[src/rtl/dds_sweep_ctrl_pkg.sv]
// Shared types and helpers for the DDS frequency-sweep sequencer.
package dds_sweep_ctrl_pkg;

    localparam int SWEEP_PHASE_DW = 16;
    localparam int SWEEP_FREQ_DW  = 16;
    localparam int SWEEP_DWELL_DW = 16;
    localparam int SWEEP_CNT_DW   = 16;

    typedef enum logic [1:0] {IDLE, LOAD, SWEEP, DONE} sweep_state_t;
    typedef enum logic {UP, DOWN} sweep_dir_t;

    typedef struct packed {
        logic [SWEEP_FREQ_DW-1:0]  start_ftw;
        logic [SWEEP_FREQ_DW-1:0]  stop_ftw;
        logic [SWEEP_FREQ_DW-1:0]  step_ftw;
        logic [SWEEP_DWELL_DW-1:0] dwell;
        logic [SWEEP_PHASE_DW-1:0] phase_offset;
        logic                      continuous;
    } sweep_cfg_t;

    // One extra bit so a step near the top of the FTW range cannot wrap past stop.
    function automatic logic ftw_past_stop(input logic [SWEEP_FREQ_DW-1:0] ftw,
                                           input logic [SWEEP_FREQ_DW-1:0] step,
                                           input logic [SWEEP_FREQ_DW-1:0] stop);
        return ({1'b0, ftw} + {1'b0, step}) > {1'b0, stop};
    endfunction

endpackage

[src/rtl/dds_sweep_ctrl_if.sv]
// AXI-stream phase channel between the sweep sequencer and the dds block.
interface dds_sweep_ctrl_if
    import dds_sweep_ctrl_pkg::*;
#(
    parameter int PHASE_DW = SWEEP_PHASE_DW
);
    logic [PHASE_DW-1:0] tdata;
    logic                tvalid;
    logic                tready;

    modport master (output tdata, output tvalid, input tready);
    modport slave  (input tdata, input tvalid, output tready);
endinterface

[src/rtl/dds_sweep_ctrl_phase_acc.sv]
// Phase accumulator with sync clear and a registered phase-offset add.
module dds_sweep_ctrl_phase_acc
    import dds_sweep_ctrl_pkg::*;
#(
    parameter int PHASE_DW = SWEEP_PHASE_DW,
    parameter int FREQ_DW  = SWEEP_FREQ_DW
) (
    input  logic                clk,
    input  logic                reset,
    input  logic                i_clear,
    input  logic                i_en,
    input  logic [FREQ_DW-1:0]  i_ftw,
    input  logic [PHASE_DW-1:0] i_offset,
    output logic [PHASE_DW-1:0] o_phase
);
    logic [PHASE_DW-1:0] r_acc;
    logic [PHASE_DW-1:0] r_phase;
    logic [PHASE_DW-1:0] w_acc_next;

    assign w_acc_next = r_acc + PHASE_DW'(i_ftw);
    assign o_phase    = r_phase;

    // The output register tracks acc+offset so tdata never lags the accumulator.
    always_ff @(posedge clk or posedge reset) begin
        if (reset) begin
            r_acc   <= '0;
            r_phase <= '0;
        end else if (i_clear) begin
            r_acc   <= '0;
            r_phase <= i_offset;
        end else if (i_en) begin
            r_acc   <= w_acc_next;
            r_phase <= w_acc_next + i_offset;
        end
    end
endmodule

[src/rtl/dds_sweep_ctrl.sv]
// Linear chirp sequencer feeding phase words to the dds block.
// Define DDS_SWEEP_TRIANGLE_EN for up/down (triangle) sweeps in continuous mode.
module dds_sweep_ctrl
    import dds_sweep_ctrl_pkg::*;
#(
    parameter int PHASE_DW = SWEEP_PHASE_DW,
    parameter int FREQ_DW  = SWEEP_FREQ_DW,
    parameter int DWELL_DW = SWEEP_DWELL_DW,
    parameter int CNT_DW   = SWEEP_CNT_DW
) (
    input  logic                  clk,
    input  logic                  reset,
    input  logic [FREQ_DW-1:0]    cfg_start_ftw,
    input  logic [FREQ_DW-1:0]    cfg_stop_ftw,
    input  logic [FREQ_DW-1:0]    cfg_step_ftw,
    input  logic [DWELL_DW-1:0]   cfg_dwell,
    input  logic [PHASE_DW-1:0]   cfg_phase_offset,
    input  logic                  cfg_continuous,
    input  logic                  start,
    input  logic                  abort,
    dds_sweep_ctrl_if.master      m_axis_phase,
    output logic                  busy,
    output logic                  sweep_done,
    output logic [CNT_DW-1:0]     sweep_count
);
    sweep_state_t        r_state;
    sweep_cfg_t          r_cfg;
    logic [FREQ_DW-1:0]  r_ftw;
    logic [DWELL_DW-1:0] r_dwell_cnt;
    logic                r_tvalid;
    logic                r_busy;
    logic                r_sweep_done;
    logic [CNT_DW-1:0]   r_sweep_count;

    logic                w_hs;
    logic                w_dwell_last;
    logic [DWELL_DW-1:0] w_dwell_max;
    logic                w_degenerate;
    logic                w_up_end;
    logic                w_end;
    logic [PHASE_DW-1:0] w_phase;

    assign w_hs         = (r_state == SWEEP) && r_tvalid && m_axis_phase.tready;
    assign w_dwell_max  = (r_cfg.dwell == '0) ? '0 : r_cfg.dwell - DWELL_DW'(1);
    assign w_dwell_last = (r_dwell_cnt == w_dwell_max);
    assign w_degenerate = (r_cfg.step_ftw == '0) || (r_cfg.start_ftw > r_cfg.stop_ftw);
    assign w_up_end     = w_degenerate || ftw_past_stop(r_ftw, r_cfg.step_ftw, r_cfg.stop_ftw);

`ifdef DDS_SWEEP_TRIANGLE_EN
    sweep_dir_t r_dir;
    logic       w_down_end;

    // Descending turns around when another step would drop below start_ftw.
    assign w_down_end = w_degenerate ||
                        ({1'b0, r_ftw} < ({1'b0, r_cfg.start_ftw} + {1'b0, r_cfg.step_ftw}));
    assign w_end      = (r_dir == DOWN) ? w_down_end : w_up_end;
`else
    assign w_end      = w_up_end;
`endif

    dds_sweep_ctrl_phase_acc #(
        .PHASE_DW (PHASE_DW),
        .FREQ_DW  (FREQ_DW)
    ) u_phase_acc (
        .clk      (clk),
        .reset    (reset),
        .i_clear  (r_state == LOAD),
        .i_en     (w_hs && !abort),
        .i_ftw    (r_ftw),
        .i_offset (r_cfg.phase_offset),
        .o_phase  (w_phase)
    );

    assign m_axis_phase.tdata  = w_phase;
    assign m_axis_phase.tvalid = r_tvalid;
    assign busy                = r_busy;
    assign sweep_done          = r_sweep_done;
    assign sweep_count         = r_sweep_count;

    always_ff @(posedge clk or posedge reset) begin
        if (reset) begin
            r_state       <= IDLE;
            r_cfg         <= '0;
            r_ftw         <= '0;
            r_dwell_cnt   <= '0;
            r_tvalid      <= 1'b0;
            r_busy        <= 1'b0;
            r_sweep_done  <= 1'b0;
            r_sweep_count <= '0;
`ifdef DDS_SWEEP_TRIANGLE_EN
            r_dir         <= UP;
`endif
        end else begin
            r_sweep_done <= 1'b0;
            case (r_state)
                IDLE: begin
                    if (start && !abort) begin
                        r_cfg <= '{start_ftw: cfg_start_ftw, stop_ftw: cfg_stop_ftw,
                                   step_ftw: cfg_step_ftw, dwell: cfg_dwell,
                                   phase_offset: cfg_phase_offset, continuous: cfg_continuous};
                        r_sweep_count <= '0;
                        r_busy        <= 1'b1;
                        r_state       <= LOAD;
                    end
                end
                LOAD: begin
                    if (abort) begin
                        r_busy  <= 1'b0;
                        r_state <= IDLE;
                    end else begin
                        r_ftw       <= r_cfg.start_ftw;
                        r_dwell_cnt <= '0;
                        r_tvalid    <= 1'b1;
                        r_state     <= SWEEP;
`ifdef DDS_SWEEP_TRIANGLE_EN
                        r_dir       <= UP;
`endif
                    end
                end
                SWEEP: begin
                    if (abort) begin
                        r_tvalid <= 1'b0;
                        r_busy   <= 1'b0;
                        r_state  <= IDLE;
                    end else if (w_hs && !w_dwell_last) begin
                        r_dwell_cnt <= r_dwell_cnt + DWELL_DW'(1);
                    end else if (w_hs && !w_end) begin
                        r_dwell_cnt <= '0;
`ifdef DDS_SWEEP_TRIANGLE_EN
                        r_ftw <= (r_dir == DOWN) ? r_ftw - r_cfg.step_ftw : r_ftw + r_cfg.step_ftw;
`else
                        r_ftw <= r_ftw + r_cfg.step_ftw;
`endif
                    end else if (w_hs) begin
                        r_dwell_cnt  <= '0;
                        r_sweep_done <= 1'b1;
                        if (r_sweep_count != '1) begin
                            r_sweep_count <= r_sweep_count + CNT_DW'(1);
                        end
                        if (r_cfg.continuous) begin
`ifdef DDS_SWEEP_TRIANGLE_EN
                            // Turn around; fall back to start_ftw when the range is too narrow to step.
                            if (w_degenerate) begin
                                r_ftw <= r_cfg.start_ftw;
                                r_dir <= UP;
                            end else if (r_dir == UP) begin
                                r_ftw <= w_down_end ? r_cfg.start_ftw : r_ftw - r_cfg.step_ftw;
                                r_dir <= DOWN;
                            end else begin
                                r_ftw <= w_up_end ? r_cfg.start_ftw : r_ftw + r_cfg.step_ftw;
                                r_dir <= UP;
                            end
`else
                            r_ftw <= r_cfg.start_ftw;
`endif
                        end else begin
                            r_tvalid <= 1'b0;
                            r_busy   <= 1'b0;
                            r_state  <= DONE;
                        end
                    end
                end
                DONE: begin
                    r_state <= IDLE;
                end
                default: begin
                    r_state <= IDLE;
                end
            endcase
        end
    end
endmodule

[src/flat_wrapper.sv]
// flat-port wrapper written by rule: the top's interface ports become plain ports
module dds_sweep_ctrl_flat import dds_sweep_ctrl_pkg::*;
#(
    parameter int PHASE_DW = SWEEP_PHASE_DW,
    parameter int FREQ_DW  = SWEEP_FREQ_DW,
    parameter int DWELL_DW = SWEEP_DWELL_DW,
    parameter int CNT_DW   = SWEEP_CNT_DW
)
  (clk, reset, cfg_start_ftw, cfg_stop_ftw, cfg_step_ftw, cfg_dwell, cfg_phase_offset, cfg_continuous, start, abort, busy, sweep_done, sweep_count, m_axis_phase_tdata, m_axis_phase_tvalid, m_axis_phase_tready);
  dds_sweep_ctrl_if #(.PHASE_DW(PHASE_DW)) m_axis_phase_i ();
  input  logic clk;
  input  logic reset;
  input  logic [FREQ_DW-1:0] cfg_start_ftw;
  input  logic [FREQ_DW-1:0] cfg_stop_ftw;
  input  logic [FREQ_DW-1:0] cfg_step_ftw;
  input  logic [DWELL_DW-1:0] cfg_dwell;
  input  logic [PHASE_DW-1:0] cfg_phase_offset;
  input  logic cfg_continuous;
  input  logic start;
  input  logic abort;
  output logic busy;
  output logic sweep_done;
  output logic [CNT_DW-1:0] sweep_count;
  output wire logic [$bits(m_axis_phase_i.tdata)-1:0] m_axis_phase_tdata;
  output wire logic [$bits(m_axis_phase_i.tvalid)-1:0] m_axis_phase_tvalid;
  input wire logic [$bits(m_axis_phase_i.tready)-1:0] m_axis_phase_tready;
  assign m_axis_phase_tdata = m_axis_phase_i.tdata;
  assign m_axis_phase_tvalid = m_axis_phase_i.tvalid;
  assign m_axis_phase_i.tready = m_axis_phase_tready;
  dds_sweep_ctrl #(.PHASE_DW(PHASE_DW), .FREQ_DW(FREQ_DW), .DWELL_DW(DWELL_DW), .CNT_DW(CNT_DW)) u_core (.clk(clk), .reset(reset), .cfg_start_ftw(cfg_start_ftw), .cfg_stop_ftw(cfg_stop_ftw), .cfg_step_ftw(cfg_step_ftw), .cfg_dwell(cfg_dwell), .cfg_phase_offset(cfg_phase_offset), .cfg_continuous(cfg_continuous), .start(start), .abort(abort), .m_axis_phase(m_axis_phase_i), .busy(busy), .sweep_done(sweep_done), .sweep_count(sweep_count));
endmodule
[config.mk]
export PLATFORM = sky130hd
export DESIGN_NAME = dds_sweep_ctrl_flat
export DESIGN_NICKNAME = d
export VERILOG_FILES = /design/src/rtl/dds_sweep_ctrl_pkg.sv /design/src/rtl/dds_sweep_ctrl_if.sv /design/src/rtl/dds_sweep_ctrl_phase_acc.sv /design/src/rtl/dds_sweep_ctrl.sv /design/src/flat_wrapper.sv
export SDC_FILE = /design/constraint.sdc
export NUM_CORES = 1
export LEC_CHECK = 0
export BUFFER_PORTS_ARGS = -buffer_cell sky130_fd_sc_hd__buf_4
export CAP_MARGIN = 20
export CORE_MARGIN = 3
export CORE_UTILIZATION = 65
export DETAILED_ROUTE_END_ITERATION = 8
export GPL_TIMING_DRIVEN = 1
export MAX_ROUTING_LAYER = met4
export PLACE_DENSITY = 0.87
export SKIP_LAST_GASP = 1
export SYNTH_ARGS = -nofsm -noshare
export SYNTH_HDL_FRONTEND = slang
export SYNTH_HIERARCHICAL = 1
export SYNTH_SLANG_ARGS = --single-unit
export TNS_END_PERCENT = 50
[constraint.sdc]
create_clock -name clk -period 10.4 [get_ports clk]
set_input_delay 1.04 -clock clk [delete_from_list [all_inputs] [get_ports clk]]
set_output_delay 1.04 -clock clk [all_outputs]
set_load 0.1 [all_outputs]
==> qor.log, run 1 <==
[sta] Final setup violation count 0
[cts] number of buffers added by the clock tree synthesis step 17
[grt] via count of the first global-routing pass 9,170
[sta] worst setup skew after layout 0.0128 ns
[cts] buffers inserted during post-CTS setup optimization 0
[sta] worst relative slew slack 0.225
[sta] top achievable clock speed 0.158 GHz
[place] RD Place Congestion 0.954
[synth] post-synthesis cell area 11,100 µm²
[cts] clk sink count 166
[grt] global route overflow 0
[synth] most common flop cell mapped by yosys sky130_fd_sc_hd__dfrtp_1
[grt] global-route usage over all layers 0.310
[synth] count of state elements after synthesis 166
[cts] quantity of hold-fixing buffers added after cts 0
[worst_setup_path] beginning of the worst register-to-register path u_core/r_cfg[33]$_DFFE_PP0P_
[sta] WHS 0.507 ns
[die] die area 18,700 µm²
[grt] maximum number of pins on one net before global-route repair 83
[worst_setup_path] internal reg-to-reg setup slack 4.08 ns
[sta] RSZ-0062 raised after global routing no
[synth] most instantiated library cell after synthesis sky130_fd_sc_hd__dfrtp_1
[sta] Hold Violations, Final 0
[job] max_cap viols 0
[cts] clock tree from TritonCTS yes
[min_path] hold path startpoint u_core/r_cfg[50]$_DFFE_PP0P_
[min_path] type of the most critical hold path reg2reg
[synth] count of mapped cells out of synthesis 1,153
[place] I/O Buffers 120
[min_path] endpoint with the worst hold slack u_core/r_cfg[50]$_DFFE_PP0P_
[synth] async set or reset register ratio after synthesis 1.00
[die] number of I/O pins 121
[synth] list of most frequent post-synthesis cells sky130_fd_sc_hd__dfrtp_1 (166), sky130_fd_sc_hd__nor2_1 (103), sky130_fd_sc_hd__ha_1 (89)
[detailed_routing] Initial DRC Count 723
[synth] sequential fraction of the synthesis area 0.375
[min_path] worst hold path depth 1
[worst_setup_path] endpoint of the lowest-slack register-to-register path u_core/r_ftw[15]$_DFFE_PP0P_
[synth] number of unique standard cell types used by synthesis 85
[cts] clock tree root driver cell sky130_fd_sc_hd__clkbuf_16
[sta] setup TNS 0 ns
[cells_and_area] fin util 0.767
[cells_and_area] signed area change from the synthesized netlist to the final layout 15.2%
[power] PwrDens 381 nW/µm²
[die] # rows 47
[cts] clock buffer depth 2
[sta] clock period minus final worst setup slack 6.32 ns
[sta] post-route setup slack 4.08 ns
[cells_and_area] number of diodes 0
[sta] transition at the pin with the smallest max-transition slack 1.16 ns
[synth] number of nets produced by synthesis 1,331
[die] die extent in x 137 µm
[detailed_routing] average via count per standard cell 6.43
[grt] global-route wire length before repair 45.4 mm
[detailed_routing] router iterations before antenna repair 5
[detailed_routing] mean routed wirelength per cell 18.7 µm
[status] result of the run finished clean
[synth] EDFF count, synth 0
[sta] ratio of final minimum period to clock period 0.608
[cts] cts repair resizes 0
[detailed_routing] antenna viol nets, final 0
[detailed_routing] overall via count from detail_route 9,517
[cells_and_area] fraction of final layout cells sized beyond drive strength 1 0.217
[worst_setup_path] top fanout value on the critical path 31
[cts] H-tree levels 4
[cells_and_area] Nets 1,426
[worst_setup_path] Arrival @ worst endpoint 6.70 ns
[detailed_routing] final routed DRC violation total 0
[place] post-place setup slack 4.27 ns
[synth] share of Yosys cell area claimed by the top area cell type 0.375
[power] leakage power of the design 5.82 nW
[synth] cell taking the most area after synthesis sky130_fd_sc_hd__dfrtp_1
[die] starting density of the core 0.666
[cts] clock latency at the later pin of the worst-skew pair 0.44 ns
[place] Detail Placement HPWL 20.1 mm
[die] Core Footprint 16,600 µm²
[worst_setup_path] worst reg2reg path depth 19
[worst_setup_path] Worst Path Class, Setup reg2reg
[worst_setup_path] Required @ worst endpoint 10.78 ns
[synth] Synth area leaders sky130_fd_sc_hd__dfrtp_1 (37%), sky130_fd_sc_hd__ha_1 (10%), sky130_fd_sc_hd__mux2_2 (8.7%)
[die] die outline height 137 µm
[cts] clock slew at the register clock pins of the worst setup and hold paths 0.07 ns
[worst_setup_path] crit path launch type flop
[detailed_routing] final wirelength 27.7 mm
[worst_setup_path] critical path capture point type flop
[synth] synthesized area divided by synthesized cell count 9.61 µm²
[sta] number of pins exceeding their max-slew limit in the final report 0
[grt] initial antenna violation count 0
[power] Peak supply drop 0.000243 V
[synth] warning count from the yosys run 6
[cell type report]
cell class,instances,area (µm²)
Inverter,46,178
Tap cell,220,275
Multi-Input combinational cell,888,6550
Clock buffer,17,425
Clock inverter,15,213
Sequential cell,166,4150
Timing Repair Buffer,129,968
Fill cell,1174,3870
[through the flow]
| stage | std cells | cell area, µm² | power [mW] |
|---|---|---|---|
| 2_1_floorplan | 1153 | 11100 | 3.38 |
| 3_3_place_gp | 1448 | 12100 | 3.97 |
| 3_5_place_dp | 1448 | 12100 | 4.08 |
| 4_1_cts | 1480 | 12800 | 4.82 |
| 5_1_grt | 1481 | 12800 | 5.20 |
| 6_report | 1481 | 12800 | 4.86 |
[worst max-delay path, cell delays in order, from the launching register on]
cell and delay [ns]:
sky130_fd_sc_hd__dfrtp_1 0.40, sky130_fd_sc_hd__ha_1 0.26, sky130_fd_sc_hd__fa_1 0.46, sky130_fd_sc_hd__a211oi_1 0.34, sky130_fd_sc_hd__o21ai_0 0.15, sky130_fd_sc_hd__a31oi_1 0.34, sky130_fd_sc_hd__o21ai_0 0.22, sky130_fd_sc_hd__a21o_1 0.21
sky130_fd_sc_hd__a21oi_1 0.16, sky130_fd_sc_hd__xnor2_1 0.18, sky130_fd_sc_hd__ha_1 0.29, sky130_fd_sc_hd__nand2_1 0.10, sky130_fd_sc_hd__nor2_1 0.05, sky130_fd_sc_hd__a211o_1 0.25, sky130_fd_sc_hd__o31ai_1 0.18, sky130_fd_sc_hd__o221ai_1 0.18
sky130_fd_sc_hd__or4b_2 0.96, sky130_fd_sc_hd__a221oi_2 1.02, sky130_fd_sc_hd__o32ai_1 0.21, sky130_fd_sc_hd__o21ba_2 0.29
[cells by family (layout without fill, tap and decap cells)]
family / Yosys count / in the layout / share of synthesized area
DFF: 166 / 166 / 0.375
AOI/OAI and AO/OA: 261 / 261 / 0.156
xor gates and xnor gates: 61 / 61 / 0.0494
adders and majority gates: 92 / 92 / 0.106
muxes: 116 / 116 / 0.114
and+or+nand+nor: 358 / 358 / 0.165
buffers and inverters: 99 / 207 / 0.0347
[worst max-delay path by stage]
stage | cells after the start | to | from
finish | 19 | u_core/r_ftw[15]$_DFFE_PP0P_ | u_core/r_cfg[33]$_DFFE_PP0P_
global route | 19 | u_core/r_ftw[15]$_DFFE_PP0P_ | u_core/r_cfg[33]$_DFFE_PP0P_
CTS | 19 | u_core/r_ftw[15]$_DFFE_PP0P_ | u_core/r_ftw[0]$_DFFE_PP0P_
detailed placement | 19 | u_core/r_ftw[15]$_DFFE_PP0P_ | u_core/r_ftw[0]$_DFFE_PP0P_
global placement | 19 | u_core/r_ftw[15]$_DFFE_PP0P_ | u_core/r_cfg[33]$_DFFE_PP0P_
floorplan | 20 | u_core/r_ftw[0]$_DFFE_PP0P_ | u_core/r_cfg[33]$_DFFE_PP0P_
[where the power goes]
part | leakage (nW) | switching, mW | internal [mW] | total (mW)
combinational | 3.44 | 1.80 | 1.20 | 2.99
sequential | 2.06 | 0.278 | 0.895 | 1.17
clock | 0.313 | 0.284 | 0.409 | 0.692
total | 5.82 | 2.36 | 2.50 | 4.86
[flip-flops by register name, summed over array words and instances (netlist names)]
signal                      count
u_core/sweep_count             16
u_core/sweep_done               1
u_core/r_dwell_cnt             16
u_core/busy                     1
u_core/r_ftw                   16
u_core/m_axis_phase.tvalid      1
u_core/r_cfg                   81
u_core/u_phase_acc/r_acc       16
u_core/u_phase_acc/o_phase     16
u_core/r_state                  2
[routing by layer]
layer	global-route usage	vias up	part of all wire
li1	-	4418	-
met3	0.0449	65	0.054
met4	0.123	0	0.031
met2	0.507	374	0.49
met5	-	-	0
met1	0.391	4660	0.42
[layout by cell type (no fill, tap or decap), drive strengths merged, types with 21 or more instances in the layout]
cell type / count
a21o: 22
a21oi: 72
buf: 129
dfrtp: 166
ha: 89
inv: 53
mux2: 86
mux2i: 30
nand2: 78
nand3: 37
nand4: 25
nor2: 103
nor3: 21
o21ai: 61
xnor2: 36
xor2: 24
Note: power is estimated with default switching activity, not from simulation.
==> run 2, diff against run 1 <==
--- a/config.mk
+++ b/config.mk
@@ -5,14 +5,15 @@
 export SDC_FILE = /design/constraint.sdc
 export NUM_CORES = 1
 export LEC_CHECK = 0
+export ABC_AREA = 1
 export BUFFER_PORTS_ARGS = -buffer_cell sky130_fd_sc_hd__buf_4
 export CAP_MARGIN = 20
 export CORE_MARGIN = 3
-export CORE_UTILIZATION = 65
+export CORE_UTILIZATION = 60
 export DETAILED_ROUTE_END_ITERATION = 8
 export GPL_TIMING_DRIVEN = 1
 export MAX_ROUTING_LAYER = met4
-export PLACE_DENSITY = 0.87
+export PLACE_DENSITY = 0.81
 export SKIP_LAST_GASP = 1
 export SYNTH_ARGS = -nofsm -noshare
 export SYNTH_HDL_FRONTEND = slang
==> constraint.sdc (replaced) <==
create_clock -name clk -period 6.2 [get_ports clk]
set_input_delay 0.62 -clock clk [delete_from_list [all_inputs] [get_ports clk]]
set_output_delay 0.62 -clock clk [all_outputs]
set_load 0.1 [all_outputs]
==> run 2 against run 1 <==
  * Register-to-register slack worse by 2.6 ns
  * Wire length up 1.8%
  * Sequential cell count unchanged
  * Die area up 9.6%
  * Synthesized cell count up 26%
  * Worst hold slack worse by 0.27 ns
  * Area after synthesis up 1.6%
  * Critical path depth up 3
  * Critical path type unchanged
  * Largest power group unchanged
==> qor.log, run 2 <==
[detailed_routing] average via count per standard cell 5.67 [-12%]
[die] number of I/O pins 121 [unchanged]
[cts] clock buffer depth 2 [unchanged]
[grt] initial antenna violation count 0 [unchanged]
[cells_and_area] Filler Cells Inserted 1,525 [+30%]
[worst_setup_path] top fanout value on the critical path 18 [-42%]
[synth] count of mapped cells out of synthesis 1,452 [+26%]
[synth] warning count from the yosys run 6 [unchanged]
[synth] post-synthesis cell area 11,300 µm² [+1.6%]
[grt] layer with the highest usage after global routing met2
[status] result of the run finished clean
[die] starting density of the core 0.618 [-0.0477]
[cells_and_area] fraction of final layout cells sized beyond drive strength 1 0.155 [-0.0620]
[cts] clock slew at the register clock pins of the worst setup and hold paths 0.07 ns [about the same]
[cells_and_area] commonest non-fill, non-tap cell in the layout sky130_fd_sc_hd__nand2_1
[place] number of placed instances with taps included 1,769 [+22%]
[job] max_cap viols 0 [unchanged]
[cells_and_area] signed area change from the synthesized netlist to the final layout 15.1% [about the same]
[sta] clock period minus final worst setup slack 4.68 ns [-1.65 ns]
[cts] clock tree root driver cell sky130_fd_sc_hd__clkbuf_16
[cts] clk sink count 166 [unchanged]
[power] Peak supply drop 0.000444 V [+82%]
[worst_setup_path] Worst Path Class, Setup reg2reg
[die] # rows 49 [+4.3%]
[power] total chip power 8.18 mW [+68%]
[cells_and_area] number of diodes 0 [unchanged]
[detailed_routing] mean routed wirelength per cell 15.7 µm [-16%]
[synth] number of unique standard cell types used by synthesis 49 [-42%]
[die] Core Footprint 18,200 µm² [+9.4%]
[worst_setup_path] critical path capture point type flop
[synth] most common flop cell mapped by yosys sky130_fd_sc_hd__dfrtp_1
[synth] count of state elements after synthesis 166 [unchanged]
[grt] met1 routing resource usage after global routing 0.365 [-0.0258]
[grt] maximum number of pins on one net before global-route repair 89 [+7.2%]
[cells_and_area] final standard cell area without fillers 13,000 µm² [+1.5%]
[synth] synthesized area divided by synthesized cell count 7.75 µm² [-19%]
[synth] async set or reset register ratio after synthesis 1.00 [unchanged]
[cts] cts repair resizes 0 [unchanged]
[synth] list of most frequent post-synthesis cells sky130_fd_sc_hd__nand2_1 (371), sky130_fd_sc_hd__dfrtp_1 (166), sky130_fd_sc_hd__nor2_1 (144)
[detailed_routing] overall via count from detail_route 10,200 [+7.2%]
[detailed_routing] final routed DRC violation total 0 [unchanged]
[place] I/O Buffers 120 [unchanged]
[min_path] type of the most critical hold path in2async
[cts] quantity of hold-fixing buffers added after cts 0 [unchanged]
[die] die extent in x 143 µm [+4.7%]
[cts] buffers inserted during post-CTS setup optimization 0 [unchanged]
[synth] sequential fraction of the synthesis area 0.369 [-0.00579]
[die] die outline height 143 µm [+4.7%]
[cts] number of buffers added by the clock tree synthesis step 17 [unchanged]
[grt] global-route track usage on met3 0.0469 [+0.00203]
[grt] global-route usage over all layers 0.286 [-0.0244]
[sta] Final setup violation count 0 [unchanged]
[sta] transition at the pin with the smallest max-transition slack 1.05 ns [-0.116 ns]
[worst_setup_path] Required @ worst endpoint 6.51 ns [-4.27 ns]
[grt] via count of the first global-routing pass 9,736 [+6.2%]
[detailed_routing] router iterations before antenna repair 8 [+3]
[detailed_routing] antenna viol nets, final 0 [unchanged]
[cts] clock latency at the later pin of the worst-skew pair 0.43 ns [about the same]
[power] leakage power of the design 6.54 nW [+12%]
[grt] met2 demand-to-capacity share in global routing 0.475 [-0.0318]
[cells_and_area] Nets 1,738 [+22%]
[sta] ratio of final minimum period to clock period 0.754 [+0.146]
[power] PwrDens 631 nW/µm² [+66%]
[place] total placed instance area 12,300 µm² [+1.7%]
[detailed_routing] Initial DRC Count 554 [-23%]
[sta] worst relative slew slack 0.299 [+0.0746]
[sta] number of pins exceeding their max-slew limit in the final report 0 [unchanged]
[worst_setup_path] Arrival @ worst endpoint 4.99 ns [-1.71 ns]
[cells_and_area] final cell count without fillers 1,800 [+22%]
[die] die area 20,400 µm² [+9.6%]
[sta] RSZ-0062 raised after global routing no
[sta] top achievable clock speed 0.214 GHz [+35%]
[cells_and_area] commonest cells after routing, fill and taps aside sky130_fd_sc_hd__nand2_1 (371), sky130_fd_sc_hd__dfrtp_1 (166), sky130_fd_sc_hd__nor2_1 (143), sky130_fd_sc_hd__inv_1 (136), sky130_fd_sc_hd__buf_4 (126)
[grt] global route overflow 0 [unchanged]
[synth] share of Yosys cell area claimed by the top area cell type 0.369 [-0.00579]
[cells_and_area] flip-flop count of the largest register after layout 81 [unchanged]
[sta] setup TNS 0 ns [unchanged]
[synth] most instantiated library cell after synthesis sky130_fd_sc_hd__nand2_1
[place] Detail Placement HPWL 20.7 mm [+3.1%]
[place] RD Place Congestion 0.970 [+1.7%]
[cells_and_area] register bank with the most flops u_core/r_cfg
[sta] worst setup skew after layout 0.0106 ns [-0.00215 ns]
[cts] H-tree levels 4 [unchanged]
[synth] number of nets produced by synthesis 1,630 [+22%]
[synth] cell taking the most area after synthesis sky130_fd_sc_hd__dfrtp_1
[synth] EDFF count, synth 0 [unchanged]
[worst_setup_path] crit path launch type flop
[detailed_routing] final wirelength 28.2 mm [+1.8%]
[sta] Hold Violations, Final 0 [unchanged]
[grt] global-route wire length before repair 46.3 mm [+1.9%]
[cts] clock tree from TritonCTS yes
[synth] Synth area leaders sky130_fd_sc_hd__dfrtp_1 (37%), sky130_fd_sc_hd__nand2_1 (12%), sky130_fd_sc_hd__ha_1 (9.9%)
## run 2: cell types whose count changed after synthesis, moves of 16 or more
cell,previous run,this run
sky130_fd_sc_hd__nand2_1,78,371
sky130_fd_sc_hd__clkbuf_1,44,21
sky130_fd_sc_hd__a21o_1,22,6
sky130_fd_sc_hd__o21ai_1,2,19
sky130_fd_sc_hd__mux2i_1,30,0
sky130_fd_sc_hd__mux2_2,86,53
sky130_fd_sc_hd__a21oi_1,71,94
sky130_fd_sc_hd__nor2_1,103,144
sky130_fd_sc_hd__xnor2_1,36,14
sky130_fd_sc_hd__nand3_1,37,94
sky130_fd_sc_hd__inv_1,46,137
## run 2: cell families (layout without fill, tap and decap cells)
| logic type | count (synthesis) | in the layout | synth area share |
|---|---|---|---|
| compound gates | 205 | 205 | 0.102 |
| xor+xnor | 44 | 44 | 0.0342 |
| fa+ha+maj | 92 | 92 | 0.104 |
| buf+inv | 177 | 296 | 0.0629 |
| flops | 166 | 166 | 0.369 |
| mux | 53 | 53 | 0.0530 |
| simple gates | 715 | 715 | 0.275 |
## run 2: cell type report
| class | instances | area (µm²) | area share |
|---|---|---|---|
| repair buffers | 127 | 973 | 0.0751 |
| well taps | 229 | 287 | 0.0221 |
| flip-flops and latches | 166 | 4150 | 0.321 |
| clock buffers | 20 | 457 | 0.0352 |
| inverters | 139 | 527 | 0.0407 |
| multi-input cells | 1109 | 6410 | 0.495 |
| clock inverters | 10 | 148 | 0.0114 |
## run 2: power breakdown
group          switching, mW  internal [mW]
Sequential             0.368           1.51
Clock                  0.455          0.655
Combinational           3.37           1.82
## run 2: worst paths after layout
kind / from / endpoint / slack, ns / depth (start not counted)
setup reg to reg: u_core/r_ftw[2]$_DFFE_PP0P_ / u_core/r_ftw[13]$_DFFE_PP0P_ / 1.52 / 22
setup / recovery: u_core/r_ftw[2]$_DFFE_PP0P_ / u_core/r_ftw[13]$_DFFE_PP0P_ / 1.52 / 22
hold / removal: reset / u_core/r_cfg[10]$_DFFE_PP0P_ / 0.24 / 2
min in group clk: cfg_phase_offset[10] / u_core/r_cfg[11]$_DFFE_PP0P_ / 0.42 / 2
hold reg to reg: u_core/u_phase_acc/o_phase[7]$_DFFE_PP0P_ / u_core/u_phase_acc/o_phase[7]$_DFFE_PP0P_ / 0.48 / 2
max in group asynchronous: reset / u_core/r_cfg[38]$_DFFE_PP0P_ / 4.83 / 4
## run 2: worst max-delay path, stage by stage, from the launching register on
cell and delay, ns:
sky130_fd_sc_hd__dfrtp_1 0.41, sky130_fd_sc_hd__ha_1 0.41, sky130_fd_sc_hd__a21oi_1 0.12, sky130_fd_sc_hd__o21ai_0 0.15, sky130_fd_sc_hd__a21oi_1 0.08, sky130_fd_sc_hd__o21ai_0 0.39, sky130_fd_sc_hd__xor2_1 0.27, sky130_fd_sc_hd__ha_1 0.27
sky130_fd_sc_hd__nand2_1 0.08, sky130_fd_sc_hd__o21a_1 0.13, sky130_fd_sc_hd__nand2_1 0.05, sky130_fd_sc_hd__nand2_1 0.05, sky130_fd_sc_hd__nand2_1 0.04, sky130_fd_sc_hd__nand2_1 0.05, sky130_fd_sc_hd__nand2_1 0.04, sky130_fd_sc_hd__nand2_1 0.05
sky130_fd_sc_hd__nand2_1 0.05, sky130_fd_sc_hd__nand2_1 0.45, sky130_fd_sc_hd__nand3_2 0.52, sky130_fd_sc_hd__nand2_2 0.43, sky130_fd_sc_hd__nand2_2 0.28, sky130_fd_sc_hd__nand2_1 0.16, sky130_fd_sc_hd__nand2_1 0.06
## run 2: per-layer routing
metal  part of all wire  routed length [µm]
met4              0.019                 531
met5                  0                   0
met2               0.50               14000
met3              0.045                1260
met1               0.44               12400
## run 2: per-stage QoR
step	setup WS (ns)	util	hold slack [ns]
6_report	1.52	0.712	0.240
4_1_cts	1.61	0.710	0.262
3_5_place_dp	1.68	0.677	0.468
5_1_grt	1.03	0.712	0.286
3_3_place_gp	1.85	0.677	0.468
2_1_floorplan	2.00	-	0.453
